--- config.mk ---
export PLATFORM = sky130hd
export DESIGN_NAME = core_dispatcher
export DESIGN_NICKNAME = d
export VERILOG_FILES = /design/src/rtl/core_dispatcher.sv
export SDC_FILE = /design/constraint.sdc
export NUM_CORES = 1
export LEC_CHECK = 0
export ABC_CLOCK_PERIOD_IN_PS = 7220
export CAP_MARGIN = 20
export CORE_MARGIN = 4
export CORE_UTILIZATION = 44
export CTS_CLUSTER_SIZE = 28
export DETAILED_ROUTE_END_ITERATION = 12
export PLACE_DENSITY = 0.86
export RECOVER_POWER = 100
export SLEW_MARGIN = 10
export SYNTH_ARGS = -nofsm -noshare
export SYNTH_HDL_FRONTEND = slang
export SYNTH_SLANG_ARGS = --single-unit
--- constraint.sdc ---
create_clock -name clk -period 7.22 [get_ports clk]
set_input_delay 1.444 -clock clk [delete_from_list [all_inputs] [get_ports clk]]
set_output_delay 1.444 -clock clk [all_outputs]
set_load 0.02 [all_outputs]
--- src/rtl/core_dispatcher.sv ---
// Dispatcher between the event priority queue and the processing cores: issues queued events to idle
// cores, returns core results to the queue round-robin, and reports every transfer to the core monitor.
module core_dispatcher #(
    parameter int NUM_CORE = 4,
    parameter int MSG_WID  = 32,
    parameter int TIME_WID = 16,
    localparam int ID_W    = $clog2(NUM_CORE)
) (
    input  logic                         clk,
    input  logic                         reset,
    input  logic                         q_empty,
    input  logic [MSG_WID-1:0]           q_head,
    output logic                         q_deq,
    input  logic                         q_full,
    output logic                         q_enq,
    output logic [MSG_WID-1:0]           q_enq_data,
    input  logic [NUM_CORE-1:0]          core_req,
    input  logic [NUM_CORE*MSG_WID-1:0]  core_data,
    output logic [NUM_CORE-1:0]          core_ack,
    output logic [NUM_CORE-1:0]          core_start,
    output logic [MSG_WID-1:0]           core_msg,
    output logic [MSG_WID-1:0]           mon_msg,
    output logic                         mon_sent_vld,
    output logic                         mon_rcv_vld,
    output logic [ID_W-1:0]              mon_core_id,
    output logic [NUM_CORE-1:0]          core_active,
    output logic                         err_unexp
);

    typedef enum logic [1:0] {ST_IDLE, ST_SEND, ST_RECV} state_t;

    state_t                state_q, state_d;
    logic [ID_W-1:0]       rr_ptr_q, rr_ptr_d;
    logic                  prio_q, prio_d;
    logic                  err_q, err_d;
    logic [NUM_CORE-1:0]   active_q, active_d;
    logic                  q_deq_q, q_deq_d;
    logic                  q_enq_q, q_enq_d;
    logic [MSG_WID-1:0]    enq_data_q, enq_data_d;
    logic [MSG_WID-1:0]    core_msg_q, core_msg_d;
    logic [MSG_WID-1:0]    mon_msg_q, mon_msg_d;
    logic [NUM_CORE-1:0]   ack_q, ack_d;
    logic [NUM_CORE-1:0]   start_q, start_d;
    logic                  sent_q, sent_d;
    logic                  rcv_q, rcv_d;
    logic [ID_W-1:0]       mon_id_q, mon_id_d;

    logic [MSG_WID-1:0]    data_arr [NUM_CORE];
    logic [NUM_CORE-1:0]   act_req;
    logic                  can_rcv, can_send, go_rcv;
    logic                  rcv_found, send_found;
    logic [ID_W-1:0]       rcv_id, send_id, idx;

    // Timestamps live in the low TIME_WID bits of a message and pass through untouched.
    if (TIME_WID > MSG_WID) begin : g_time_exceeds_msg
    end

    always_comb begin
        act_req    = core_req & active_q;
        can_rcv    = (|act_req) && !q_full;
        can_send   = !q_empty && (|(~active_q));
        go_rcv     = can_rcv && (!can_send || !prio_q);
        rcv_id     = '0;
        rcv_found  = 1'b0;
        send_id    = '0;
        send_found = 1'b0;
        idx        = '0;
        for (int k = 0; k < NUM_CORE; k++) begin
            data_arr[k] = core_data[k*MSG_WID +: MSG_WID];
        end
        // Index arithmetic wraps naturally because NUM_CORE is a power of two.
        for (int k = 0; k < NUM_CORE; k++) begin
            idx = rr_ptr_q + ID_W'(k);
            if (!rcv_found && act_req[idx]) begin
                rcv_id    = idx;
                rcv_found = 1'b1;
            end
        end
        for (int k = 0; k < NUM_CORE; k++) begin
            if (!send_found && !active_q[k]) begin
                send_id    = ID_W'(k);
                send_found = 1'b1;
            end
        end
    end

    always_comb begin
        state_d    = state_q;
        rr_ptr_d   = rr_ptr_q;
        prio_d     = prio_q;
        err_d      = err_q | (|(core_req & ~active_q));
        active_d   = active_q;
        q_deq_d    = 1'b0;
        q_enq_d    = 1'b0;
        enq_data_d = enq_data_q;
        core_msg_d = core_msg_q;
        mon_msg_d  = mon_msg_q;
        ack_d      = '0;
        start_d    = '0;
        sent_d     = 1'b0;
        rcv_d      = 1'b0;
        mon_id_d   = mon_id_q;
        case (state_q)
            ST_IDLE: begin
                if (can_rcv && can_send) prio_d = go_rcv;
                if (go_rcv) begin
                    state_d         = ST_RECV;
                    rr_ptr_d        = rcv_id + ID_W'(1);
                    q_enq_d         = 1'b1;
                    enq_data_d      = data_arr[rcv_id];
                    mon_msg_d       = data_arr[rcv_id];
                    ack_d[rcv_id]   = 1'b1;
                    rcv_d           = 1'b1;
                    mon_id_d        = rcv_id;
                end else if (can_send) begin
                    state_d          = ST_SEND;
                    q_deq_d          = 1'b1;
                    core_msg_d       = q_head;
                    mon_msg_d        = q_head;
                    start_d[send_id] = 1'b1;
                    sent_d           = 1'b1;
                    mon_id_d         = send_id;
                end
            end
            // The core involved in the current op is still held in mon_id_q.
            ST_SEND: begin
                active_d[mon_id_q] = 1'b1;
                state_d            = ST_IDLE;
            end
            ST_RECV: begin
                active_d[mon_id_q] = 1'b0;
                state_d            = ST_IDLE;
            end
            default: state_d = ST_IDLE;
        endcase
    end

    always_ff @(posedge clk or posedge reset) begin
        if (reset) begin
            state_q    <= ST_IDLE;
            rr_ptr_q   <= '0;
            prio_q     <= 1'b0;
            err_q      <= 1'b0;
            active_q   <= '0;
            q_deq_q    <= 1'b0;
            q_enq_q    <= 1'b0;
            enq_data_q <= '0;
            core_msg_q <= '0;
            mon_msg_q  <= '0;
            ack_q      <= '0;
            start_q    <= '0;
            sent_q     <= 1'b0;
            rcv_q      <= 1'b0;
            mon_id_q   <= '0;
        end else begin
            state_q    <= state_d;
            rr_ptr_q   <= rr_ptr_d;
            prio_q     <= prio_d;
            err_q      <= err_d;
            active_q   <= active_d;
            q_deq_q    <= q_deq_d;
            q_enq_q    <= q_enq_d;
            enq_data_q <= enq_data_d;
            core_msg_q <= core_msg_d;
            mon_msg_q  <= mon_msg_d;
            ack_q      <= ack_d;
            start_q    <= start_d;
            sent_q     <= sent_d;
            rcv_q      <= rcv_d;
            mon_id_q   <= mon_id_d;
        end
    end

    assign q_deq        = q_deq_q;
    assign q_enq        = q_enq_q;
    assign q_enq_data   = enq_data_q;
    assign core_ack     = ack_q;
    assign core_start   = start_q;
    assign core_msg     = core_msg_q;
    assign mon_msg      = mon_msg_q;
    assign mon_sent_vld = sent_q;
    assign mon_rcv_vld  = rcv_q;
    assign mon_core_id  = mon_id_q;
    assign core_active  = active_q;
    assign err_unexp    = err_q;

endmodule

After elaboration in Yosys (flattened, before gate mapping):

Cells that the tools add are included.

* output and inout port bits: 115
* flip-flop bits (word level): 118
* input bits: 168
* word-level logic and storage cells: 124

* muxes and demuxes: 48
* magnitude comparators: 11
* $add $sub $neg: 4
* bitwise logic cells: 9
* reduce and logical (&&, ||, !) cells: 36
* eq/ne operators: 3

Operators by type and width (number)
* 32-bit two-way mux: 4
* 32-bit binary-select mux with 2-bit select: 1
* 2-bit two-way mux: 11
* 2-bit by 3-bit less-than comparator with 1-bit output (second input constant): 7
* 4-bit two-way mux: 5
* 1-bit two-way mux: 19
* 1-bit logical AND: 13
* 4-bit bitwise AND: 3
* 1-bit logical NOT: 12
* 4-bit OR reduction: 3
* 1-bit binary-select mux with 2-bit select: 4
* 4-bit NOT: 2
* 4-bit case mux with 2 select lines: 1
* 1-bit demux with 2-bit select: 3
* 2-bit by 1-bit >= comparator with 1-bit output (second input constant): 3
* 2-bit AND reduction: 3
* 2-bit by 1-bit adder with 2-bit output (second input constant): 2
* 2-bit adder (second input constant): 2
* 4-bit OR: 1
* 2-bit nonzero test: 2
* 3-bit >= comparator (second input constant): 1
* 3-bit inequality test (second input constant): 1
* 2-bit NOT with 3-bit output: 1
* 3-bit AND reduction: 1
* 6 further kinds: 6

Longest topological paths before layout:

* word-level depth: 19
* mapped depth: 9
* mapped depth without buffers: 7

Worst setup path before layout:

Ideal clock, no wire load.

* kind: input to register
* start: input port core_req[0]
* end: register mon_msg_q[31] (netlist: mon_msg[31])
* buffers on the path: 2
* arrival time: 2674 ps
* cell stages on the path: 8
* setup time: 126 ps
* required time: 7094 ps
* slack: 4420 ps
* cell sequence: nand2_2 > o21a_1 > o21ai_2 > buf_6 > buf_6 > mux2i_1 > mux2i_1 > a221o_1

* word-level cells in the longest chain between the ends: 18
* elaborated cells between the ends (all ways): 32
* classes of those cells: mux: 19; bitwise: 2; reduce/logical: 11

Ends and longest elaborated chain
* from (decl): RTL line 17 `input logic [NUM_CORE-1:0] core_req,`
* 4-bit bitwise AND (*): RTL line 59 `act_req = core_req & active_q;`
* 1-bit binary-select mux with 2-bit select: RTL line 74 `if (!rcv_found && act_req[idx]) begin`
* 1-bit two-way mux (implied by the code): RTL line 74
* 1-bit two-way mux: RTL line 74
* 1-bit logical NOT: RTL line 74
* 1-bit logical AND: RTL line 74
* 1-bit two-way mux: RTL line 74
* 1-bit logical NOT: RTL line 74
* 1-bit logical AND: RTL line 74
* 1-bit two-way mux: RTL line 74
* 1-bit logical NOT: RTL line 74
* 1-bit logical AND: RTL line 74
* 2-bit two-way mux: RTL line 74
* 2-bit NOT with 3-bit output (implied by the code): RTL line 111 `mon_msg_d = data_arr[rcv_id];`
* 32-bit binary-select mux with 2-bit select: RTL line 111
* 32-bit two-way mux (implied by the code) (2 in a row): RTL line 111
* 32-bit two-way mux: RTL line 106 `if (go_rcv) begin`
* to (signal assigned): RTL line 165 `mon_msg_q <= mon_msg_d;`
* to (decl): RTL line 41 `logic [MSG_WID-1:0] mon_msg_q, mon_msg_d;`

Mark *: on every way between the ends. The rest lies on a longest branch, timed or not. The select of a mux whose other input is x is not followed.
A chain may end at the register's enable or synchronous reset.

Worst setup path in the final report:

* start: input port core_req[2]
* end: register mon_msg_q[3] (netlist: mon_msg[3])

Same word-level chain as after synthesis.

==> flow_metrics.env <==
export IMPL_drt_iter0_drc=368
export IMPL_drc_errors=0
export IMPL_ys_types=47
export IMPL_grt_pass1_wl_um=29950
export IMPL_hpwl_um=14630
export IMPL_p_leak_nw=4.446
export IMPL_final_area_sq_um=9295
export IMPL_core_region_area_sq_um=12720
export IMPL_crit_fanout=20
export IMPL_syn_cell_area_sq_um=5779
export IMPL_synth_edf_count=0
export IMPL_hold_viol=0
export IMPL_wl_per_cell_um=19.72
export IMPL_grt_max_degree=97
export IMPL_power_density_nw_per_um2=451.1
export IMPL_fp_dieArea_sq_um=15030
export IMPL_pre_cts_ws_ns=2.872
export IMPL_wl_um=19980
export IMPL_clk_latency_ns=0.41
export IMPL_r2r_end="mon_msg[3]"
export IMPL_ys_flop_type="dfrtp_1"
export IMPL_port_buffers=282
export IMPL_critPathCaptureType="flip-flop"
export IMPL_fin_skew_ns=0.01017
export IMPL_ff_latch_area_sq_um=2953
export IMPL_final_nets=998
export IMPL_dpl_cell_count=980
export IMPL_worst_setup_path_type="in2reg"
export IMPL_num_rows=41
export IMPL_drv_slew=195
export IMPL_cts_tree="yes"
export IMPL_die_w_um=122.6
export IMPL_seq_area_frac_synth_pct=51.09
export IMPL_die_height_um=122.6
export IMPL_gr_total_overflow=0
export IMPL_min_path_type="reg2reg"
export IMPL_io_pins=283
export IMPL_layout_common_cells="clkdlybuf4s50_1 (165), nand2_1 (140), dfrtp_1 (118), dlygate4sd3_1 (117), mux2i_1 (65)"
export IMPL_multi_input_area_sq_um=2537
export IMPL_clock_sinks=118
export IMPL_num_vias=5447
export IMPL_tightest_slew_ns=2.973
export IMPL_clock_root_buffer="clkbuf_16"
export IMPL_failed_checks="capacitance limit, slew limit"
export IMPL_htree_levels=4
export IMPL_max_freq_ghz=0.1888
export IMPL_area_delta_synth_final_pct=60.84
export IMPL_nFillCells=917
export IMPL_layout_drive_gt1_share_pct=6.302
export IMPL_stdcell_count=1013
export IMPL_crit_path_start_kind="input port"
export IMPL_rsz0062_at_grt="no"
export IMPL_fin_crit_sh_pct=73.37
export IMPL_async_flop_share_pct=100.0
export IMPL_startpoint="core_req[2]"
export IMPL_cap_violations=4
export IMPL_hold_slack_ns=0.4664
export IMPL_ir_drop_mv=0.2015
export IMPL_r2r_cells=5
export IMPL_cp_required_ns=7.52
export IMPL_fin_tns_setup_ns=0
export IMPL_numCtsBuffers=17
export IMPL_place_area_sq_um=8648
export IMPL_globalplace_congestion=0.9065
export IMPL_min_period_ns=5.297
export IMPL_hold_buffers=0
export IMPL_setup_viol=0
export IMPL_netlist_instances=561
export IMPL_final_core_util_pct=73.06
export IMPL_cp_data_arrival_time_ns=5.60
export IMPL_outcome="complete, but fails checks"
export IMPL_cts_resized=0
export IMPL_ys_warn_count=0
export IMPL_layout_cells_most_common="clkdlybuf4s50_1"
export IMPL_path_clk_slew_ns=0.06
export IMPL_maxSlewHeadroom_pct=-100.3
export IMPL_setup_ws_ns=1.923
export IMPL_n_antenna_cell=0
export IMPL_cts_setup_buffers=0
export IMPL_grt_use_total_pct=25.92
export IMPL_critPathCapture="mon_msg[3]"
export IMPL_ant_nets=0
export IMPL_clk_path_buf_depth=2
export IMPL_start_util_pct=45.43
export IMPL_vias_per_cell=5.377
export IMPL_antenna_found_initial=0
export IMPL_rrSetupSlack_ns=2.92
export IMPL_first_pass_iters=5
export IMPL_syn_nets=731
export IMPL_synth_area_per_cell_sq_um=10.30
export IMPL_power_mw=4.193
export IMPL_ys_seq_elements=118
export IMPL_grt_pass1_vias=5794
==> per-layer routing <==
metal / vias to the layer above / GRT usage (%) / share of wire (%)
met3: 56 / 8.387 / 9.1
met1: 2621 / 28.46 / 36
met2: 281 / 45.38 / 51
met5: - / 0 / 0
li1: 2489 / - / -
met4: 0 / 12.25 / 4.1
==> synthesized netlist by cell type (2+ instances only) <==
cell type  count  area share [%]
o21ai_1       60             5.2
dfrtp_1      118              51
nand2_2        3            0.32
mux2i_1       65              11
o21ai_0        7            0.61
nand3_1        7            0.61
buf_4          5            0.65
o21a_1         2            0.26
mux2_2        32             6.2
clkbuf_1      16             1.0
nor3_1         4            0.35
o31ai_1        2            0.26
buf_2          9            0.78
buf_6          8             1.6
a21oi_1        3            0.26
o211ai_2       5             1.1
nor2_1         7            0.45
a22oi_1       26             3.4
a21oi_2        2            0.30
nand2_1      140             9.1
a31oi_1        3            0.32
inv_1          8            0.52
nand2b_1       2            0.22
and2_1         2            0.22
and3_1         2            0.22
ha_1           2            0.43
==> worst min path at each step <==
stage / slack, ns / cells after the start / from / to
floorplan: 0.51 / 2 / state_q[0] / state_q[0]
global placement: 0.45 / 2 / err_unexp / err_unexp
detailed placement: 0.46 / 2 / err_unexp / err_unexp
CTS: 0.47 / 2 / err_unexp / err_unexp
global route: 0.47 / 2 / err_unexp / err_unexp
finish: 0.47 / 2 / core_msg[16] / core_msg[16]
==> layout make-up <==
type | count | area share (%)
Clock inverter | 11 | 2.100
Tap cell | 172 | 2.315
Inverter | 10 | 0.4173
Multi-Input combinational cell | 393 | 27.30
Clock buffer | 21 | 5.061
Timing Repair Buffer | 288 | 31.04
Sequential cell | 118 | 31.77
==> cells by family after synthesis <==
| group | after synthesis | share of synthesized area (%) |
|---|---|---|
| xor+xnor | 2 | 0.3032 |
| fa+ha+maj | 2 | 0.4329 |
| flops | 118 | 51.09 |
| compound gates | 120 | 13.62 |
| buf+inv | 50 | 4.871 |
| simple gates | 172 | 12.19 |
| mux | 97 | 17.49 |
==> worst max-delay path, stage by stage <==
cell	delay, ns
dlygate4sd3_1	0.60
a31oi_1	0.10
o21ai_0	2.23
buf_4	0.60
mux2_1	0.41
o211ai_1	0.19
==> flip-flops by register name, summed over array words and instances (netlist names), named ones only <==
name,flops
core_ack,4
core_msg,32
core_start,4
err_unexp,1
mon_core_id,2
mon_msg,32
mon_rcv_vld,1
mon_sent_vld,1
prio_q,1
q_enq_data,32
rr_ptr_q,2
state_q,2
==> power by group <==
part | total (mW) | switching (mW) | internal (mW) | leakage (nW)
Sequential | 1.18 | 0.212 | 0.965 | 1.47
Combinational | 2.07 | 1.20 | 0.874 | 2.66
Clock | 0.944 | 0.303 | 0.641 | 0.316
Total | 4.19 | 1.71 | 2.48 | 4.45
No activity file was read; power rests on OpenSTA's default activity.
